<file path="src/rtl/fetch_pkg.sv">
// Shared types and constants for the fetch sequencer.
package fetch_pkg;
  localparam int XLEN_DEF = 32;
  localparam int PC_STEP  = 4;

  typedef enum logic [2:0] {
    FETCH   = 3'd0,
    WAIT    = 3'd1,
    DELIVER = 3'd2,
    DROP    = 3'd3,
    HALT    = 3'd4
  } fetch_state_e;
endpackage

</file>
<file path="src/rtl/fetch_sequencer.sv">
// Owns the architectural PC: issues one imem fetch at a time, presents the word to the
// core, and applies branch decisions / external redirects on consume or flush.
module fetch_sequencer
  import fetch_pkg::*;
#(
  parameter int               XLEN     = XLEN_DEF,
  parameter logic [XLEN-1:0]  RESET_PC = '0
) (
  input  logic            clk,
  input  logic            rst,
  output logic            imem_req_valid,
  input  logic            imem_req_ready,
  output logic [XLEN-1:0] imem_req_addr,
  input  logic            imem_rsp_valid,
  input  logic [31:0]     imem_rsp_data,
  output logic            inst_valid,
  input  logic            inst_ready,
  output logic [31:0]     inst,
  output logic [XLEN-1:0] inst_pc,
  input  logic            NextPCsrc,
  input  logic [XLEN-1:0] BrTarget,
  input  logic            flush,
  input  logic [XLEN-1:0] flush_pc,
  output logic            misalign,
  output logic [31:0]     retired_cnt
);

  fetch_state_e    state;
  logic [XLEN-1:0] pc;
  logic            req_fire;
  logic            rsp_pending;

  // Request is gated by rst so nothing leaves the block during the reset cycle.
  assign imem_req_valid = (state == FETCH) && !rst;
  assign imem_req_addr  = pc;
  assign req_fire       = imem_req_valid && imem_req_ready;

  // A response is still owed to us after this cycle; a flush must then discard it.
  assign rsp_pending = ((state == WAIT) && !imem_rsp_valid) ||
                       ((state == DROP) && !imem_rsp_valid) ||
                       ((state == FETCH) && req_fire);

  always_ff @(posedge clk) begin
    if (rst) begin
      state       <= FETCH;
      pc          <= RESET_PC;
      inst_valid  <= 1'b0;
      inst        <= '0;
      inst_pc     <= '0;
      misalign    <= 1'b0;
      retired_cnt <= '0;
    end else if (flush) begin
      pc         <= flush_pc;
      inst_valid <= 1'b0;
      if (flush_pc[1:0] != 2'b00) begin
        misalign <= 1'b1;
        state    <= HALT;
      end else if (rsp_pending) begin
        state <= DROP;
      end else begin
        state <= FETCH;
      end
    end else begin
      case (state)
        FETCH: if (req_fire) state <= WAIT;
        WAIT: begin
          if (imem_rsp_valid) begin
            inst       <= imem_rsp_data;
            inst_pc    <= pc;
            inst_valid <= 1'b1;
            state      <= DELIVER;
          end
        end
        DELIVER: begin
          if (inst_ready) begin
            retired_cnt <= retired_cnt + 32'd1;
            inst_valid  <= 1'b0;
            if (NextPCsrc) begin
              if (BrTarget[1:0] != 2'b00) begin
                misalign <= 1'b1;
                state    <= HALT;
              end else begin
                pc    <= BrTarget;
                state <= FETCH;
              end
            end else begin
              pc    <= pc + XLEN'(PC_STEP);
              state <= FETCH;
            end
          end
        end
        DROP: if (imem_rsp_valid) state <= FETCH;
        HALT: state <= HALT;
        default: state <= FETCH;
      endcase
    end
  end

endmodule
</file>
<file path="config.mk">
export PLATFORM = sky130hd
export DESIGN_NAME = fetch_sequencer
export DESIGN_NICKNAME = d
export VERILOG_FILES = /design/src/rtl/fetch_pkg.sv /design/src/rtl/fetch_sequencer.sv
export SDC_FILE = /design/constraint.sdc
export NUM_CORES = 1
export LEC_CHECK = 0
export CORE_MARGIN = 2
export CORE_UTILIZATION = 30
export DETAILED_ROUTE_END_ITERATION = 8
export GPL_ROUTABILITY_DRIVEN = 0
export HOLD_SLACK_MARGIN = 0.02
export PLACE_DENSITY = 0.67
export SLEW_MARGIN = 20
export SYNTH_ARGS = -nofsm -noshare
export SYNTH_HDL_FRONTEND = slang
export SYNTH_SLANG_ARGS = --single-unit
</file>
<file path="constraint.sdc">
create_clock -name clk -period 3.3 [get_ports clk]
set_input_delay 0.66 -clock clk [delete_from_list [all_inputs] [get_ports clk]]
set_output_delay 0.66 -clock clk [all_outputs]
set_load 0.02 [all_outputs]
</file>
==> results.txt, run 1 <==
----------------------------------------------------
[Outcome]
  Run status ... completed

[Worst setup path]
  Arrival time at the worst endpoint ... 2.93 ns
  Required time of the worst setup path ... 3.59 ns
  Number of cell instances on the worst register-to-register path ... 5
  Maximum fanout along the worst path ... 8
  Type of the worst setup path ... register to register
  Worst reg2reg path endpoint ... imem_req_addr[29]
  Worst flop-to-flop path startpoint ... imem_req_addr[5]
  Worst R2R Setup Slack ... 0.66 ns
  Endpoint type of the worst setup path ... register
  Type of origin of the critical path ... register

[Routing]
  DRC marker count from the first detailed-route iteration ... a little over 600
  Total Routed Length ... 21.8 mm
  Wire length per cell after detailed routing ... 16.6 um
  Antenna-violating nets left ... 0
  Number of iterations in the first detailed-routing pass ... 5
  Vias per std cell ... ~5
  Number of vias after detailed routing ... 6744
  Residual DRC count ... 0

[Timing]
  Crit path time final ... between 2 and 3 ns
  RSZ-0062 raised after global routing ... false
  Actual slew at the worst max-slew pin ... 0.844 ns
  Final-report hold violation count ... 0
  Maximum clock rate ... 379 MHz
  Period utilization ... 80.0%
  Normalized max-slew margin ... 43.7%
  Setup_tns ... 0 ns
  Number of slew-limit violations in the final report ... 0
  Worst Skew ... 0.00974 ns
  Setup violations, final ... 0

[Place]
  Detailed-placement wirelength estimate ... roughly 15 mm
  Cell total after placement ... ~1300
  Count of input and output buffers ... approximately 230
  Post-placement cell area ... just under 9000 um2

[Pwr]
  Portion of total power attributed to sequential cells ... 40.0%
  Clk network pwr share ... 48.6%
  Net Sw Frac ... between 20% and 30%
  Pwr dens ... 444 nW/um2
  Switching power ... approximately 0.0011 W
  Share of total power in combinational logic ... a little under an eighth
  Leakage power figure ... roughly 3.2 nW
  VDD IR max ... roughly 320 uV
  Cell internal pwr ... roughly 0.0032 W

[Cells and area]
  Fill cell total of the finished layout ... 2034
  Area of the multi-input gates ... about 3400 um2
  Share of post-route cells with drive strength above 1 ... 6.92%
  Area added between synthesis and finish ... 51.9%
  Post-layout instance count excluding filler cells ... 1311
  Ant diodes ... 0
  Reg area ... 2660 um2
  Number of nets at the end of the flow ... 1133
  Final standard cell area without fillers ... 9560 um2

[Job]
  Max-cap check violation count ... 0

[Clock network]
  CTS tree ... done
  Post-CTS Hold Fix Bufs ... 0
  Clock edge transition at the registers on the reported setup and hold paths ... 0.06 ns
  Clock buffer count from CTS ... 17
  Worst-Skew Late Latency ... 0.42 ns
  Post-CTS Setup Repair Bufs ... 0
  Count of cells resized by post-cts repair ... 0
  Maximum buffer depth of the clock tree ... 2
  CTS H-Tree Depth ... 4
  Cell chosen for the clock root ... clkbuf_16
  Sinks on Clock Net ... between 100 and 150

[Logic synthesis]
  Synth Register Bits ... 133
  Synthesized net count ... 919
  Most instantiated cells after synthesis ... nand2_1 (183), dfxtp_1 (133), a21oi_1 (101)
  Post-synthesis instance total ... approximately 810
  Fraction of registers with async set or reset after synthesis ... 0%
  Fraction of the yosys area taken by sequential cells ... 42.3%
  Dominant cell type by area after synthesis ... dfxtp_1
  Leading cell types by total area after synthesis ... dfxtp_1 (42%), nand2_1 (11%), a21oi_1 (8.0%)
  Primary FF master, synth ... dfxtp_1
  Number of enable flip-flop cells after synthesis ... 0
  Top-area cell type share of the netlist area ... 42.3%
  Count of unique library cells instantiated by Yosys ... 67
  Synthesis warning total ... 0
  Cell area after technology mapping ... between 6000 and 7000 um2
  Most common cell in the synthesized netlist ... nand2_1
  Synthesized area per cell ... 7.73 um2

[Floorplanning]
  Die span in x ... 149 um
  Height of the die ... ~150 um
  Die area ... approximately 22000 um2
  Row cnt ... 52
  Initial cell density of the core ... 30.8%
  Core Box Area ... 20400 um2
  Count of boundary I/O pins ... 234

[Global routing]
  Pin count of the biggest net entering global routing ... 53
  First-pass GRT wire length ... around 34 mm
  Tot GR Track Use ... 19.4%
  Remaining global-route overflow ... 0
  Vias in the first global route ... 6416
  Initial antenna violation count ... 0

[Min path]
  Startpoint of the tightest hold check path ... inst_pc[12]
  Worst min-delay path class ... register to register
  Hold Path Sink ... inst_pc[12]
  Number of cells on the worst hold path ... 2

----------------------------------------------------
-- metrics by stage --
step / hold WS, ns / setup WS (ns) / utilization (%) / total power (W)
final: 0.452 / 0.660 / 46.8 / 0.00425
after global routing: 0.469 / 0.475 / 46.8 / 0.00441
after CTS: 0.456 / 0.711 / 46.8 / 0.00429
after detailed placement: 0.447 / 0.340 / 43.7 / 0.00222
after global placement: 0.441 / 0.356 / 43.7 / 0.00221
after floorplan: 0.535 / 0.632 / - / 0.00194
-- worst max-delay path, stage by stage (launching register included) --
cell       delay, ns
dfxtp_1         0.48
nand4_2         0.25
or4_1           0.69
or3_1           0.52
mux2i_1         0.17
a2111oi_0       0.40
-- sequential cells by signal, summed over array words and instances (netlist names) --
| register | count |
|---|---|
| inst_pc | 32 |
| inst | 32 |
| misalign | 1 |
| inst_valid | 1 |
| retired_cnt | 32 |
| imem_req_addr | 32 |
| state | 3 |
-- layer usage --
metal	part of all wire [%]	vias to the layer above	global-route usage (%)
li1	-	3318	-
met1	44	3136	25.6
met2	46	269	30.9
met3	8.6	21	5.26
met4	1.2	0	6.33
met5	0	-	0
-- power groups by stage --
stage / clock network, W / registers [W] / logic [W]
after CTS: 0.00211 / 0.00170 / 0.000486
after detailed placement: 0 / 0.00173 / 0.000483
final: 0.00206 / 0.00170 / 0.000483
after global routing: 0.00218 / 0.00171 / 0.000521
after floorplan: 0 / 0.00176 / 0.000184
after global placement: 0 / 0.00173 / 0.000482
-- cells by family (layout without fill, tap and decap cells) --
logic type / Yosys count / in the layout / synth area share [%]
buffers and inverters: 72 / 299 / 4.47
adders and majority gates: 2 / 2 / 0.398
AOI/OAI and AO/OA: 198 / 198 / 19.3
DFF: 133 / 133 / 42.3
xor gates and xnor gates: 31 / 31 / 4.32
and+or+nand+nor: 370 / 370 / 27.9
muxes: 8 / 8 / 1.29
-- layout by cell type, fill, tap and decap left out, types with 6 or more instances in the layout --
master           count
clkdlybuf4s50_1    231
nor4_1              14
or4_1                7
inv_1               11
nand3_1             29
or3_1               12
a21oi_1            100
xor2_1              16
buf_4               22
o211ai_1             6
nand2_1            182
dfxtp_1            133
nor2_1              48
and3_1               9
o21ai_0             29
nor3_1              16
xnor2_1             15
mux2i_1              7
nand4_1             18
clkbuf_16           17
-- area by class of cell --
type                            count  share of cell area (%)
Clock buffer                       18                    4.59
Clock inverter                     14                    2.09
Inverter                           11                   0.432
Multi-Input combinational cell    609                    35.1
Sequential cell                   133                    27.9
Tap cell                          270                    3.53
Timing Repair Buffer              256                    26.4
-- how the worst max path moves through the flow --
stage,endpoint,slack [ns],depth (start not counted),start
floorplan,retired_cnt[30],0.63,6,flush
finish,imem_req_addr[29],0.66,5,imem_req_addr[5]
CTS,imem_req_addr[29],0.71,5,imem_req_addr[5]
global placement,retired_cnt[30],0.36,6,inst_ready
detailed placement,retired_cnt[30],0.34,6,inst_ready
global route,imem_req_addr[29],0.47,5,imem_req_addr[5]
Note: power is estimated with default switching activity, not from simulation.
==> inputs of run 2 (changes only) <==
==> constraint.sdc (replaced) <==
create_clock -name clk -period 2.5 [get_ports clk]
set_input_delay 0.5 -clock clk [delete_from_list [all_inputs] [get_ports clk]]
set_output_delay 0.5 -clock clk [all_outputs]
set_load 0.02 [all_outputs]
==> results.txt, run 2 (synthesized netlist as in run 1, its figures left out) <==
----------------------------------------------------
[Job]
  Max-cap check violation count ... 0

[Routing]
  DRC marker count from the first detailed-route iteration ... between 500 and 600
  Vias per std cell ... just over 5
  Residual DRC count ... 0
  Wire length per cell after detailed routing ... 16.5 um
  Number of vias after detailed routing ... 6960
  Number of iterations in the first detailed-routing pass ... 5
  Antenna-violating nets left ... 0
  Total Routed Length ... 22.4 mm

[Worst setup path]
  Maximum fanout along the worst path ... 8
  Type of the worst setup path ... register to primary output
  Required time of the worst setup path ... 2.00 ns
  Type of origin of the critical path ... register
  Critical Path Slowest Stage Cell ... clkdlybuf4s50_1
  Arrival time at the worst endpoint ... 1.93 ns
  Worst R2R Setup Slack ... 0.20 ns
  Series of cell instances along the critical path ... buf_4 -> nor4_1 -> clkdlybuf4s50_1
  Worst stage delay on the critical path ... 0.70 ns
  Endpoint type of the worst setup path ... primary output

[Global routing]
  Tot GR Track Use ... 19.6%
  Initial antenna violation count ... 0
  Met3 GRT Util ... 5.72%
  First-pass GRT wire length ... 34.3 mm
  Vias in the first global route ... 6407
  Grt met2 use ... roughly a third
  Remaining global-route overflow ... 0
  Gr busiest metal ... met2
  Pin count of the biggest net entering global routing ... 62
  GR Util met1 ... 25.1%

[Clock network]
  Clock edge transition at the registers on the reported setup and hold paths ... 0.06 ns
  Post-CTS Setup Repair Bufs ... 0
  CTS tree ... done
  Post-CTS Hold Fix Bufs ... 0
  Maximum buffer depth of the clock tree ... 2
  Cell chosen for the clock root ... clkbuf_16
  Worst-Skew Late Latency ... 0.43 ns
  CTS H-Tree Depth ... 4
  Sinks on Clock Net ... 133
  Clock buffer count from CTS ... 17
  Count of cells resized by post-cts repair ... 0

[Pwr]
  Leakage power figure ... 3.36 nW
  Pwr dens ... 534 nW/um2
  Total power ... roughly 0.0052 W
  VDD IR max ... approximately 440 uV

[Place]
  Post-place setup slack ... -0.0747 ns
  Cell total after placement ... 1323
  Count of input and output buffers ... roughly 230
  Detailed-placement wirelength estimate ... 16.2 mm

[Cells and area]
  Top library cells by usage in the layout, fill and taps aside ... clkdlybuf4s50_1 (231), nand2_1 (182), dfxtp_1 (133), a21oi_1 (100), buf_4 (67)
  Final design utilization ... 47.8%
  Number of nets at the end of the flow ... 1177
  Reg area ... 2660 um2
  Post-layout instance count excluding filler cells ... 1355
  Area of the multi-input gates ... 3350 um2
  Most common cell after layout, fill and taps aside ... clkdlybuf4s50_1
  Area added between synthesis and finish ... 55.3%
  Share of post-route cells with drive strength above 1 ... 10.6%
  Fill cell total of the finished layout ... 1993
  Ant diodes ... 0

[Floorplanning]
  Row cnt ... 52
  Height of the die ... about 150 um
  Die area ... 22100 um2
  Initial cell density of the core ... 30.8%
  Count of boundary I/O pins ... 234
  Core Box Area ... 20400 um2
  Die span in x ... 149 um

[Min path]
  Worst min-delay path class ... input pin to register

[Timing]
  Smallest setup slack after layout ... 0.0711 ns
  Final-report hold violation count ... 0
  Maximum clock rate ... 412 MHz
  RSZ-0062 raised after global routing ... false
  Actual slew at the worst max-slew pin ... ~0.66 ns
  Normalized max-slew margin ... 56.3%
  Period utilization ... 97.2%
  Number of slew-limit violations in the final report ... 0
  Setup violations, final ... 0
  Worst Skew ... 0.0109 ns
  Setup_tns ... 0 ns
  Crit path time final ... 2.43 ns

[Outcome]
  Run status ... completed

----------------------------------------------------
## run 2: cell count changes in the layout (fill, tap and decap cells not counted), sizes merged
cell	delta
buf	+44
bufinv	-4
clkinv	+2
clkinvlp	+1
inv	+1
## run 2: path summary, 6_finish.rpt
path | to | cells after the start | from
setup / recovery | imem_req_valid | 3 | state[2]
hold / removal | state[1] | 2 | rst
setup reg to reg | imem_req_addr[31] | 5 | imem_req_addr[13]
hold reg to reg | inst_pc[12] | 2 | inst_pc[12]
## run 2: layout make-up
class	count	share of cell area, %
tap	270	3.46
sequential	133	27.3
clock inverter	14	1.05
timing repair buffer	300	29.1
clock buffer	18	4.39
multi-input combinational	609	34.3
inverter	11	0.423
## run 2: per-layer routing
metal  up-vias  wire length [um]  share of wire (%)
met2       295             10300                 46
li1       3400                 -                  -
met3        28              1890                8.4
met5         -                 0                  0
met1      3237              9810                 44
met4         0               397                1.8
## run 2: report_power, final
group          internal (W)  leakage (nW)  switching, W
Combinational      0.000363          2.02      0.000345
Sequential          0.00217          1.08     0.0000487
Clock               0.00127         0.253       0.00102
Total               0.00381          3.36       0.00141
## run 2: worst max-delay path: cells and delay by family, from the launching register on
kind	cells	cell delay, ns
buf+inv	2	0.86
flops	1	0.33
simple gates	1	0.32
## run 2: per-stage QoR
stage                     hold slack, ns  area [um2]
final                              0.315        9770
after global routing               0.312        9770
after CTS                          0.300        9770
after detailed placement           0.446        9240
after global placement             0.441        9240
after floorplan                    0.535        6300
